$ cat config.mk
export PLATFORM = sky130hd
export DESIGN_NAME = ahb_bus_subsystem
export DESIGN_NICKNAME = d
export VERILOG_FILES = /design/src/rtl/ahb_bus_subsystem_pkg.sv /design/src/rtl/bus_arbiter_fsm.sv /design/src/rtl/bus_datapath.sv /design/src/rtl/bus_master_ctrl.sv /design/src/rtl/ahb_bus_subsystem.sv
export SDC_FILE = /design/constraint.sdc
export NUM_CORES = 1
export LEC_CHECK = 0
export ABC_AREA = 1
export CAP_MARGIN = 20
export CORE_ASPECT_RATIO = 1.1
export CORE_MARGIN = 3
export CORE_UTILIZATION = 35
export CTS_BUF_LIST = sky130_fd_sc_hd__clkbuf_16
export DETAILED_ROUTE_END_ITERATION = 8
export PLACE_DENSITY = 0.87
export REMOVE_ABC_BUFFERS = 1
export SLEW_MARGIN = 5
export SYNTH_ARGS = -nofsm -noshare
export SYNTH_HDL_FRONTEND = slang
export SYNTH_SLANG_ARGS = --single-unit
$ cat constraint.sdc
create_clock -name clk -period 4.2 [get_ports clk]
set_input_delay 0.84 -clock clk [delete_from_list [all_inputs] [get_ports clk]]
set_output_delay 0.84 -clock clk [all_outputs]
set_load 0.05 [all_outputs]
$ cat src/rtl/ahb_bus_subsystem_pkg.sv
// Shared types and constants for the AHB-style bus subsystem.
package ahb_bus_subsystem_pkg;

    typedef enum logic [2:0] {
        ARB_IDLE,
        ARB_GRANT,
        ARB_ADDR,
        ARB_DATA,
        ARB_ERR,
        ARB_SPLIT
    } arb_state_t;

    typedef enum logic {
        M_IDLE,
        M_REQ
    } mst_state_t;

    typedef enum logic {
        OP_READ,
        OP_WRITE
    } mst_op_t;

    localparam logic [1:0] RESP_OKAY  = 2'b00;
    localparam logic [1:0] RESP_ERROR = 2'b01;
    localparam logic [1:0] RESP_RETRY = 2'b10;
    localparam logic [1:0] RESP_SPLIT = 2'b11;

    localparam logic [2:0] DEC_SLAVE_0 = 3'b001;
    localparam logic [2:0] DEC_SLAVE_1 = 3'b010;
    localparam logic [2:0] DEC_SLAVE_2 = 3'b011;

endpackage

$ cat src/rtl/bus_arbiter_fsm.sv
// Two-master arbiter and transfer sequencer; master 1 wins ties.
module bus_arbiter_fsm
    import ahb_bus_subsystem_pkg::*;
(
    input  logic       clk,
    input  logic       rst,
    input  logic       busreq_1,
    input  logic       busreq_2,
    input  logic       ready,
    input  logic [1:0] response,
    input  logic       split,
    output logic       grant_1,
    output logic       grant_2,
    output logic       aout,
    output logic       dout,
    output logic       error,
    output logic       m1_done_ok,
    output logic       m1_done_err
);

    arb_state_t state, state_next;
    logic       owner_2, owner_2_next;
    logic       on_bus;

    // State and bus-owner registers; the owner is latched when leaving IDLE.
    always_ff @(posedge clk) begin
        if (rst) begin
            state   <= ARB_IDLE;
            owner_2 <= 1'b0;
        end else begin
            state   <= state_next;
            owner_2 <= owner_2_next;
        end
    end

    // Next-state logic; error, retry and split outrank a normal completion.
    always_comb begin
        state_next   = state;
        owner_2_next = owner_2;
        case (state)
            ARB_IDLE: begin
                if (!split && (busreq_1 || busreq_2)) begin
                    state_next   = ARB_GRANT;
                    owner_2_next = !busreq_1;
                end
            end
            ARB_GRANT: state_next = ARB_ADDR;
            ARB_ADDR:  state_next = ARB_DATA;
            ARB_DATA: begin
                if (response == RESP_ERROR) begin
                    state_next = ARB_ERR;
                end else if (response == RESP_RETRY) begin
                    state_next = ARB_ADDR;
                end else if (response == RESP_SPLIT || split) begin
                    state_next = ARB_SPLIT;
                end else if (ready) begin
                    state_next = ARB_IDLE;
                end
            end
            ARB_ERR:   state_next = ARB_IDLE;
            ARB_SPLIT: begin
                if (!split) begin
                    state_next = ARB_IDLE;
                end
            end
            default:   state_next = ARB_IDLE;
        endcase
    end

    assign on_bus  = (state == ARB_GRANT) || (state == ARB_ADDR) || (state == ARB_DATA);
    assign grant_1 = on_bus && !owner_2;
    assign grant_2 = on_bus && owner_2;
    assign aout    = (state == ARB_ADDR) || (state == ARB_DATA);
    assign dout    = (state == ARB_DATA);
    assign error   = (state == ARB_ERR);

    // Completion strobes tell master 1 how its current transfer ended.
    assign m1_done_ok  = dout && !owner_2 && (state_next == ARB_IDLE);
    assign m1_done_err = dout && !owner_2 && (state_next == ARB_ERR);

endmodule

$ cat src/rtl/bus_datapath.sv
// Bus muxes, address decoder and slave read-return mux.
module bus_datapath
    import ahb_bus_subsystem_pkg::*;
(
    input  logic        rst,
    input  logic        grant_2,
    input  logic        aout,
    input  logic        dout,
    input  logic [15:0] addr_1,
    input  logic [31:0] wdata_1,
    input  logic        write_1,
    input  logic [15:0] addr_2,
    input  logic [31:0] wdata_2,
    input  logic        write_2,
    input  logic [31:0] rdin1,
    input  logic [31:0] rdin2,
    input  logic [31:0] rdin3,
    input  logic [1:0]  resp1,
    input  logic [1:0]  resp2,
    input  logic [1:0]  resp3,
    input  logic        rdy1,
    input  logic        rdy2,
    input  logic        rdy3,
    output logic [15:0] address,
    output logic [31:0] dataout,
    output logic        slave_0,
    output logic        slave_1,
    output logic        slave_2,
    output logic        rdyout,
    output logic [1:0]  respout,
    output logic [31:0] rdata
);

    logic [15:0] owner_addr;
    logic [31:0] owner_wdata;
    logic        owner_write;

    assign owner_addr  = grant_2 ? addr_2  : addr_1;
    assign owner_wdata = grant_2 ? wdata_2 : wdata_1;
    assign owner_write = grant_2 ? write_2 : write_1;

    assign address = aout ? owner_addr : '0;
    assign dataout = (dout && owner_write) ? owner_wdata : '0;

    // Decode the top address bits into a one-hot slave select while the address is valid.
    always_comb begin
        slave_0 = 1'b0;
        slave_1 = 1'b0;
        slave_2 = 1'b0;
        if (aout) begin
            case (address[15:13])
                DEC_SLAVE_0: slave_0 = 1'b1;
                DEC_SLAVE_1: slave_1 = 1'b1;
                DEC_SLAVE_2: slave_2 = 1'b1;
                default: ;
            endcase
        end
    end

    // Return the selected slave; unselected reads look like an OKAY zero, held low in reset.
    always_comb begin
        rdata   = '0;
        rdyout  = !rst;
        respout = RESP_OKAY;
        if (slave_0) begin
            rdata   = rdin1;
            rdyout  = rdy1;
            respout = resp1;
        end else if (slave_1) begin
            rdata   = rdin2;
            rdyout  = rdy2;
            respout = resp2;
        end else if (slave_2) begin
            rdata   = rdin3;
            rdyout  = rdy3;
            respout = resp3;
        end
    end

endmodule

$ cat src/rtl/bus_master_ctrl.sv
// Local master: on start, writes a fixed word and reads it back.
module bus_master_ctrl
    import ahb_bus_subsystem_pkg::*;
(
    input  logic        clk,
    input  logic        rst,
    input  logic        start,
    input  logic        xfer_ok,
    input  logic        xfer_err,
    input  logic [31:0] rdata,
    output logic        busreq,
    output logic        write,
    output logic [31:0] master_rdata,
    output logic        done
);

    mst_state_t  state, state_next;
    mst_op_t     op, op_next;
    logic        start_q;
    logic [31:0] rdata_next;
    logic        done_next;

    // Registers; start is captured only while idle, giving one cycle of lead before busreq.
    always_ff @(posedge clk) begin
        if (rst) begin
            state        <= M_IDLE;
            op           <= OP_READ;
            start_q      <= 1'b0;
            master_rdata <= '0;
            done         <= 1'b0;
        end else begin
            state        <= state_next;
            op           <= op_next;
            start_q      <= start && (state == M_IDLE);
            master_rdata <= rdata_next;
            done         <= done_next;
        end
    end

    // Sequence control: write, then read, abandoning the whole sequence on an error.
    always_comb begin
        state_next = state;
        op_next    = op;
        rdata_next = master_rdata;
        done_next  = 1'b0;
        case (state)
            M_IDLE: begin
                if (start_q) begin
                    state_next = M_REQ;
                    op_next    = OP_WRITE;
                end
            end
            M_REQ: begin
                if (xfer_err) begin
                    state_next = M_IDLE;
                    done_next  = 1'b1;
                end else if (xfer_ok) begin
                    if (op == OP_WRITE) begin
                        op_next = OP_READ;
                    end else begin
                        rdata_next = rdata;
                        done_next  = 1'b1;
                        state_next = M_IDLE;
                    end
                end
            end
            default: state_next = M_IDLE;
        endcase
    end

    assign busreq = (state == M_REQ);
    assign write  = (op == OP_WRITE);

endmodule

$ cat src/rtl/ahb_bus_subsystem.sv
// Top level: local master, arbiter and bus datapath on one clock.
module ahb_bus_subsystem #(
    parameter logic [15:0] MASTER_ADDR  = 16'h2008,
    parameter logic [31:0] MASTER_WDATA = 32'h0000_0237
) (
    input  logic        clk,
    input  logic        rst,
    input  logic        start,
    input  logic        busreq_2,
    input  logic        rw_2,
    input  logic [15:0] addr_2,
    input  logic [31:0] wdata_2,
    input  logic        ready,
    input  logic [1:0]  response,
    input  logic        split,
    input  logic [31:0] rdin1,
    input  logic [31:0] rdin2,
    input  logic [31:0] rdin3,
    input  logic [1:0]  resp1,
    input  logic [1:0]  resp2,
    input  logic [1:0]  resp3,
    input  logic        rdy1,
    input  logic        rdy2,
    input  logic        rdy3,
    output logic [15:0] address,
    output logic [31:0] dataout,
    output logic        slave_0,
    output logic        slave_1,
    output logic        slave_2,
    output logic        rdyout,
    output logic [1:0]  respout,
    output logic        grant_1,
    output logic        grant_2,
    output logic        error,
    output logic [31:0] master_rdata,
    output logic        done
);

    logic        busreq_1;
    logic        write_1;
    logic        aout;
    logic        dout;
    logic        m1_done_ok;
    logic        m1_done_err;
    logic [31:0] rdata;

    bus_arbiter_fsm u_arbiter (
        .clk         (clk),
        .rst         (rst),
        .busreq_1    (busreq_1),
        .busreq_2    (busreq_2),
        .ready       (ready),
        .response    (response),
        .split       (split),
        .grant_1     (grant_1),
        .grant_2     (grant_2),
        .aout        (aout),
        .dout        (dout),
        .error       (error),
        .m1_done_ok  (m1_done_ok),
        .m1_done_err (m1_done_err)
    );

    bus_master_ctrl u_master (
        .clk          (clk),
        .rst          (rst),
        .start        (start),
        .xfer_ok      (m1_done_ok),
        .xfer_err     (m1_done_err),
        .rdata        (rdata),
        .busreq       (busreq_1),
        .write        (write_1),
        .master_rdata (master_rdata),
        .done         (done)
    );

    bus_datapath u_datapath (
        .rst      (rst),
        .grant_2  (grant_2),
        .aout     (aout),
        .dout     (dout),
        .addr_1   (MASTER_ADDR),
        .wdata_1  (MASTER_WDATA),
        .write_1  (write_1),
        .addr_2   (addr_2),
        .wdata_2  (wdata_2),
        .write_2  (rw_2),
        .rdin1    (rdin1),
        .rdin2    (rdin2),
        .rdin3    (rdin3),
        .resp1    (resp1),
        .resp2    (resp2),
        .resp3    (resp3),
        .rdy1     (rdy1),
        .rdy2     (rdy2),
        .rdy3     (rdy3),
        .address  (address),
        .dataout  (dataout),
        .slave_0  (slave_0),
        .slave_1  (slave_1),
        .slave_2  (slave_2),
        .rdyout   (rdyout),
        .respout  (respout),
        .rdata    (rdata)
    );

endmodule

==> results of run 1 <==
[routing by layer]
metal | up-vias | global-route usage (%)
met5 | - | 0
met4 | 0 | 7.22
met3 | 24 | 8.03
met2 | 211 | 46.9
met1 | 1947 | 30.8
li1 | 2202 | -
[worst min path at each step]
stage                      endpoint  cells after the start
floorplan           u_master.busreq                      1
global placement    u_master.busreq                      1
detailed placement  u_master.busreq                      1
CTS                 u_master.busreq                      1
global route        u_master.busreq                      1
finish              u_master.busreq                      1
[cell families after synthesis]
group | count (synthesis) | share of synthesized area, %
flops | 40 | 26.7
simple gates | 408 | 58.9
buf+inv | 87 | 11.8
compound gates | 14 | 2.59
[cell type report]
cell class / count / share of cell area [%]
Tap cell: 108 / 2.34
Clock inverter: 3 / 0.195
Multi-Input combinational cell: 422 / 32.0
Sequential cell: 40 / 13.8
Inverter: 52 / 3.37
Clock buffer: 5 / 2.16
Timing Repair Buffer: 263 / 46.1
[sequential cells by signal, summed over array words and instances, names as in the netlist]
name                   flops
u_master.master_rdata     32
u_arbiter.state            3
u_arbiter.owner_2          1
u_master.busreq            1
u_master.done              1
u_master.start_q           1
u_master.write             1
[power groups by stage]
stage               Sequential [mW]  Combinational (mW)  Clock [mW]
floorplan                     0.404               0.125           0
global placement              0.401               0.338           0
detailed placement            0.402               0.343           0
CTS                           0.394               0.345       0.362
global route                  0.395               0.370       0.378
finish                        0.394               0.344       0.353
[per-stage QoR]
step	utilization (%)	area, sq um	power, mW	std cells	worst slack [ns]
2_1_floorplan	-	2840	0.529	514	0.0425
3_3_place_gp	69.5	5650	0.739	885	0.854
3_5_place_dp	69.5	5650	0.745	885	0.789
4_1_cts	71.2	5780	1.10	893	0.641
5_1_grt	71.2	5780	1.14	893	0.463
6_report	71.2	5780	1.09	893	0.627
[placed cells by master, fill, tap and decap left out, types with 2 or more instances in the layout]
master and count:
nor2_1 128, o21ai_0 5, inv_2 5, nor2_4 2
o21ai_2 2, a21oi_1 5, inv_1 46, nand2_2 2
nand3_1 75, clkdlybuf4s50_1 242, dfxtp_1 40, nand2_1 161
buf_4 14, nor3_1 2, clkbuf_16 5, clkinv_1 4
nand4_1 35, buf_12 7
[worst max-delay path, cell delays in order (launching register included)]
cell and delay, ns:
dfxtp_1 0.37, inv_2 0.08, nor2_4 0.32, nand2_1 0.17, a21oi_1 0.23, o21ai_2 0.08
buf_4 0.23, nor2_1 0.15, clkdlybuf4s50_1 0.83
==> results.toml, run 1 <==
[sta]
whs_ns = 0.504
worstMarginPinSlew_ns = 0.596
timing.slew.headroom_pct = 60.1
rsz0062_at_grt = "false"
final.setup.tns_ns = 0
final.period_utilization_pct = 85.1
finalHoldViolCount = 0
maxSlewViolCount = 0
clock_skew_ns = 0.00397
fmax_ghz = 0.280
setup_viol = 0
finalCriticalPeriod_ns = 3.57

[worst_setup_path]
worstSetupPathType = "reg -> out"
critPathMaxFanout = 32
crit_start = "u_arbiter.state[1]"
crit_path_end_kind = "output pin"
rrSetupSlack_ns = 1.73
worstPathRequired_ns = 3.36
r2r-start = "u_arbiter.state[1]"
crit_end = "dataout[21]"
r2r-end = "u_master.master_rdata[6]"
rr_worst_depth = 11
cp_data_arrival_time_ns = 2.73
worst_setup_path_start_kind = "flip-flop"

[grt]
gr-total-overflow = 0
antenna_found_initial = 0
grt_max_degree = 36
grt_pass1_wl_um = 20400
grt_pass1_vias = 4209
grtUsageTotal_pct = 26.4

[synthesis]
yosysSeqAreaShare_pct = 26.7
netlist_area_sq_um = 3000
synthTopCellsByArea = "dfxtp_1 (27%), nand2_1 (20%), nor2_1 (16%)"
synth_ff_type = "dfxtp_1"
synth_seq_cells = 40
ys_types = 23
yosysTopAreaCellShare_pct = 26.7
synthCells = 549
yosysTopAreaCell = "dfxtp_1"
ys_warn_count = 0
synthMostInstantiatedCell = "nand2_1"
avgSynthCellArea_sq_um = 5.46
synth_common_cells = "nand2_1 (161), nor2_1 (128), nand3_1 (75)"
synthArstFlopShare_pct = 0
synth-edff-count = 0

[routing]
vias_per_cell = 4.91
vias = 4384
dr_wl_met2_um = 6730
wl_met1_um = 4960
wl_met3_um = 1340
dr.pass1.iters = 5
drtIter0Drc = 163
routed.top_layer = "met4"
routedWlPerCell_um = 14.9
remaining_drc_errors = 0
ant_nets = 0
wl_um = 13300

[clock_tree]
postCtsHoldBufs = 0
clkLatencyLatePin_ns = 0.27
clock_sinks = 40
post_cts_resize_count = 0
numCtsBuffers = 5
clk_pin_slew_ns = 0.06
post_cts_buffers = 0
cts_buffer_depth = 2
cts-htree-levels = 2
cts-root-buf = "clkbuf_16"
cts_tree = "done"

[pwr]
swShare_pct = 28.1
p_comb_share_pct = 31.5
p_clk_share_pct = 32.4
p_switching_mw = 0.306
power.density_nw_per_um2 = 189
p_leak_nw = 2.47
internal_power_mw = 0.785
ir_drop_uv = 148
seqPwrFrac_pct = 36.1

[place]
place.gp.congestion = 0.909
hpwlAfterDp_um = 10600
numPortBuffers = 251

[finish]
regArea_sq_um = 801
num_antenna_cells = 0
multiInputGateArea_sq_um = 1850
finalNetCount = 946
fillers = 669
drive_above_1_share_pct = 5.10
syn_to_final_growth_pct = 93.1

[floorplan]
initial_core_util_pct = 36.9
die_x_um = 94.2
ios = 252
die_h_um = 103
fp-row-count = 34
die_area_sq_um = 9710
core-area_sq_um = 8130

[job]
drv_cap = 0

[hold_path]
min_path_type = "reg -> reg"
hp-start = "u_master.start_q"

[status]
status = "completed"
No activity file was read; power rests on OpenSTA's default activity.
==> run 2, diff against run 1 <==
Settings changed: CORE_UTILIZATION 35 to 33, PLACE_DENSITY 0.87 to 0.82.
Clock period 4.2 ns to 3.3 ns, I/O delays scaled along.
==> run 2 against run 1 <==
Compared with the run above: first-iteration DRC count up 16%; clock power up 26%; cell area down 0.63%; largest cell class unchanged; largest power group unchanged; highest routed layer unchanged.
==> results.toml, run 2 (same netlist as run 1, synthesis figures left out) <==
[worst_setup_path]
worstSetupPathType = "reg -> out"
crit_path_max_incr_delay_ns = 0.84
crit_path_end_kind = "output pin"
worst_setup_path_start_kind = "flip-flop"
rrSetupSlack_ns = 1.03
cp_data_arrival_time_ns = 2.28
crit_chain = "inv_2, nand2_2, nand3_4, inv_2, clkdlybuf4s50_1"
cpMostUsedCell = "inv_2"
cp_slowest_cell = "clkdlybuf4s50_1"
worstPathRequired_ns = 2.64
critPathMaxFanout = 25

[routing]
vias = 4453
ant_nets = 0
drtIter0Drc = 189
routedWlPerCell_um = 15.1
wl_um = 13600
dr.pass1.iters = 5
remaining_drc_errors = 0
vias_per_cell = 4.94

[finish]
drive_above_1_share_pct = 9.62
finalNetCount = 951
num_antenna_cells = 0
multiInputGateArea_sq_um = 1850
layout_commonest_cell = "clkdlybuf4s50_1"
fillers = 755
top_register = "u_master.master_rdata"
syn_to_final_growth_pct = 91.9
post-route-cell-area_sq_um = 5750
final_cells = 901
most-common-layout-cells = "clkdlybuf4s50_1 (211), nand2_1 (161), nor2_1 (128)"
largest_reg_flops = 32
regArea_sq_um = 801
largestRegisters = "u_master.master_rdata x32, u_arbiter.state x3"

[grt]
grt_pass1_wl_um = 21500
gr-total-overflow = 0
grt_max_degree = 35
grtUsageTotal_pct = 25.5
antenna_found_initial = 0
grt_pass1_vias = 4360

[place]
hpwlAfterDp_um = 10700
placedCellCount = 893
placed_area_sq_um = 5610
numPortBuffers = 251
place.gp.congestion = 0.986

[sta]
clock_skew_ns = 0.00609
rsz0062_at_grt = "false"
worstMarginPinSlew_ns = 0.570
final.period_utilization_pct = 89.2
timing.slew.headroom_pct = 61.9
setup_viol = 0
final.setup.tns_ns = 0
maxSlewViolCount = 0
finalCriticalPeriod_ns = 2.94
fmax_ghz = 0.340
finalHoldViolCount = 0

[clock_tree]
clock_sinks = 40
post_cts_buffers = 0
cts-htree-levels = 2
cts_buffer_depth = 2
cts-root-buf = "clkbuf_16"
postCtsHoldBufs = 0
post_cts_resize_count = 0
cts_tree = "done"
numCtsBuffers = 5
clk_pin_slew_ns = 0.05
clkLatencyLatePin_ns = 0.27

[pwr]
ir_drop_uv = 187
p_leak_nw = 2.56
power.density_nw_per_um2 = 242
power.total_mw = 1.39

[floorplan]
initial_core_util_pct = 34.7
ios = 252
die_x_um = 96.8
die_area_sq_um = 10300
fp-row-count = 35
core-area_sq_um = 8630
die_h_um = 106

[job]
drv_cap = 0

[status]
status = "completed"

[hold_path]
min_path_type = "reg -> reg"
[run 2: cell types whose count changed in the layout (fill, tap and decap cells not counted)]
cell,delta
buf_4,+36
clkdlybuf4s50_1,-31
[run 2: critical path, delay by kind of cell (launching register included)]
| kind | cells | cell delay, ns |
|---|---|---|
| buffers and inverters | 3 | 1.18 |
| DFF | 1 | 0.47 |
| and+or+nand+nor | 2 | 0.35 |
[run 2: final timing paths]
kind | endpoint | depth (start not counted) | start
hold reg to reg | u_master.busreq | 1 | u_master.start_q
setup reg to reg | u_master.master_rdata[12] | 11 | u_arbiter.state[0]
hold / removal | u_master.busreq | 1 | u_master.start_q
setup / recovery | grant_2 | 5 | u_arbiter.state[0]
[run 2: cell type report]
| cell class | count | share of cell area, % |
|---|---|---|
| Multi-Input combinational cell | 422 | 32.2 |
| Inverter | 52 | 3.40 |
| Tap cell | 111 | 2.42 |
| Clock inverter | 3 | 0.196 |
| Timing Repair Buffer | 268 | 45.7 |
| Clock buffer | 5 | 2.18 |
| Sequential cell | 40 | 13.9 |
[run 2: routing by layer]
layer / vias to the layer above / wire length, um / GRT usage, %
met3: 18 / 920 / 5.77
met1: 2031 / 5500 / 30.1
li1: 2221 / - / -
met5: - / 0 / 0
met2: 183 / 6980 / 46.5
met4: 0 / 187 / 6.02
[run 2: where the power goes]
group | switching (mW) | internal [mW]
clock network | 0.172 | 0.272
registers | 0.0105 | 0.491
logic | 0.206 | 0.240
[run 2: through the flow]
step           utilization (%)  hold WS, ns  worst slack (ns)
2_1_floorplan                -        0.454            -0.526
3_3_place_gp              65.0        0.467             0.396
3_5_place_dp              65.0        0.489             0.386
4_1_cts                   66.6        0.501             0.370
5_1_grt                   66.6        0.509             0.216
6_report                  66.6        0.510             0.355
==> run 3, diff against run 2 <==
Settings changed: MAX_ROUTING_LAYER set to met4.
==> run 3 against run 2 <==
Compared with the run above: final cell count unchanged; total power down 0.14%; critical path depth unchanged; sequential share of layout area did not move; register-to-register slack is essentially flat; worst setup slack improved by 0.0082 ns; first-iteration DRC count is 10% lower; via count shrank 0.92%; clock power is essentially flat; wire length down 0.35%; count of clock-buffer cells in the layout did not move; clock skew barely moved; largest power group unchanged.
==> results.toml, run 3 (same netlist as run 1, synthesis figures left out) <==
[worst_setup_path]
rr_worst_depth = 11
critPathMaxFanout = 25
crit_start = "u_arbiter.state[0]"
cp_data_arrival_time_ns = 2.28
worst_setup_path_start_kind = "flip-flop"
r2r-end = "u_master.master_rdata[12]"
rrSetupSlack_ns = 1.04
crit_end = "grant_2"
r2r-start = "u_arbiter.state[0]"
worstPathRequired_ns = 2.64
worstSetupPathType = "reg -> out"
crit_path_end_kind = "output pin"

[pwr]
internal_power_mw = 1.00
p_switching_mw = 0.386
ir_drop_uv = 186
p_comb_share_pct = 32.0
power.density_nw_per_um2 = 242
seqPwrFrac_pct = 36.1
power.total_mw = 1.39
p_leak_nw = 2.56
p_clk_share_pct = 31.9
swShare_pct = 27.8

[grt]
grt_pass1_wl_um = 21400
grt_pass1_vias = 4361
gr-total-overflow = 0
antenna_found_initial = 0
grt_max_degree = 35
grtUsageTotal_pct = 26.2

[floorplan]
initial_core_util_pct = 34.7
die_h_um = 106
die_area_sq_um = 10300
fp-row-count = 35
die_x_um = 96.8
core-area_sq_um = 8630
ios = 252

[sta]
finalCriticalPeriod_ns = 2.94
timing.slew.headroom_pct = 61.9
setup_viol = 0
finalHoldViolCount = 0
final.period_utilization_pct = 89.0
maxSlewViolCount = 0
worstMarginPinSlew_ns = 0.570
rsz0062_at_grt = "false"
whs_ns = 0.500
fin_ws_ns = 0.363
fmax_ghz = 0.341
clock_skew_ns = 0.00634

[routing]
wl_um = 13500
routedWlPerCell_um = 15.0
vias_per_cell = 4.90
drtIter0Drc = 170
dr.pass1.iters = 5
remaining_drc_errors = 0
vias = 4412
ant_nets = 0

[clock_tree]
postCtsHoldBufs = 0
clkLatencyLatePin_ns = 0.27
cts-htree-levels = 2
cts_buffer_depth = 2
cts-root-buf = "clkbuf_16"
cts_tree = "done"
clk_pin_slew_ns = 0.05
clock_sinks = 40
post_cts_buffers = 0
post_cts_resize_count = 0
numCtsBuffers = 5

[finish]
finalNetCount = 951
syn_to_final_growth_pct = 91.9
largestRegisters = "u_master.master_rdata x32, u_arbiter.state x3"
largest_reg_flops = 32
post-route-cell-area_sq_um = 5750
final_cells = 901
fillers = 755
most-common-layout-cells = "clkdlybuf4s50_1 (211), nand2_1 (161), nor2_1 (128)"
drive_above_1_share_pct = 9.62
layout_commonest_cell = "clkdlybuf4s50_1"
top_register = "u_master.master_rdata"
num_antenna_cells = 0

[place]
hpwlAfterDp_um = 10700
dp_worst_setup_slack_ns = 0.386
placed_area_sq_um = 5610
placedCellCount = 893
place.gp.congestion = 1.00
numPortBuffers = 251

[job]
drv_cap = 0

[hold_path]
min_path_type = "reg -> reg"

[status]
status = "completed"
-- run 3: layer usage --
metal	up-vias	wire length (um)	global-route usage (%)	share of wire (%)
li1	2215	-	-	-
met1	1999	5500	30.4	41
met2	178	6980	46.6	52
met3	20	863	5.31	6.4
met4	0	197	6.02	1.5
met5	-	0	-	0
-- run 3: how the worst min path moves through the flow --
stage / start / to / cells after the start
after global placement: u_master.start_q / u_master.busreq / 1
final: u_master.start_q / u_master.busreq / 1
after global routing: u_master.start_q / u_master.busreq / 1
after CTS: u_master.start_q / u_master.busreq / 1
after detailed placement: u_master.start_q / u_master.busreq / 1
after floorplan: u_master.start_q / u_master.busreq / 1
-- run 3: cell type report --
type                       instances  area (sq um)  share of cell area, %
timing repair buffer             268          2630                   45.7
multi-input combinational        422          1850                   32.2
sequential                        40           801                   13.9
inverter                          52           195                   3.40
tap                              111           139                   2.42
clock buffer                       5           125                   2.18
clock inverter                     3          11.3                  0.196
-- run 3: worst max-delay path, stage by stage, from the launching register on --
cell and delay, ns:
dfxtp_1 0.47, inv_2 0.08, nand2_2 0.09, nand3_4 0.26
inv_2 0.26, clkdlybuf4s50_1 0.84
-- run 3: metrics by stage --
step / setup TNS, ns / util [%]
after global placement: 0 / 65.0
after floorplan: -1.46 / -
after detailed placement: 0 / 65.0
after CTS: 0 / 66.6
after global routing: 0 / 66.6
final: 0 / 66.6
-- run 3: power by group through the flow --
| stage | registers, mW | clock network (mW) | logic (mW) |
|---|---|---|---|
| finish | 0.502 | 0.443 | 0.444 |
| global route | 0.503 | 0.475 | 0.478 |
| CTS | 0.501 | 0.453 | 0.444 |
| detailed placement | 0.512 | 0 | 0.442 |
| global placement | 0.511 | 0 | 0.437 |
| floorplan | 0.514 | 0 | 0.159 |
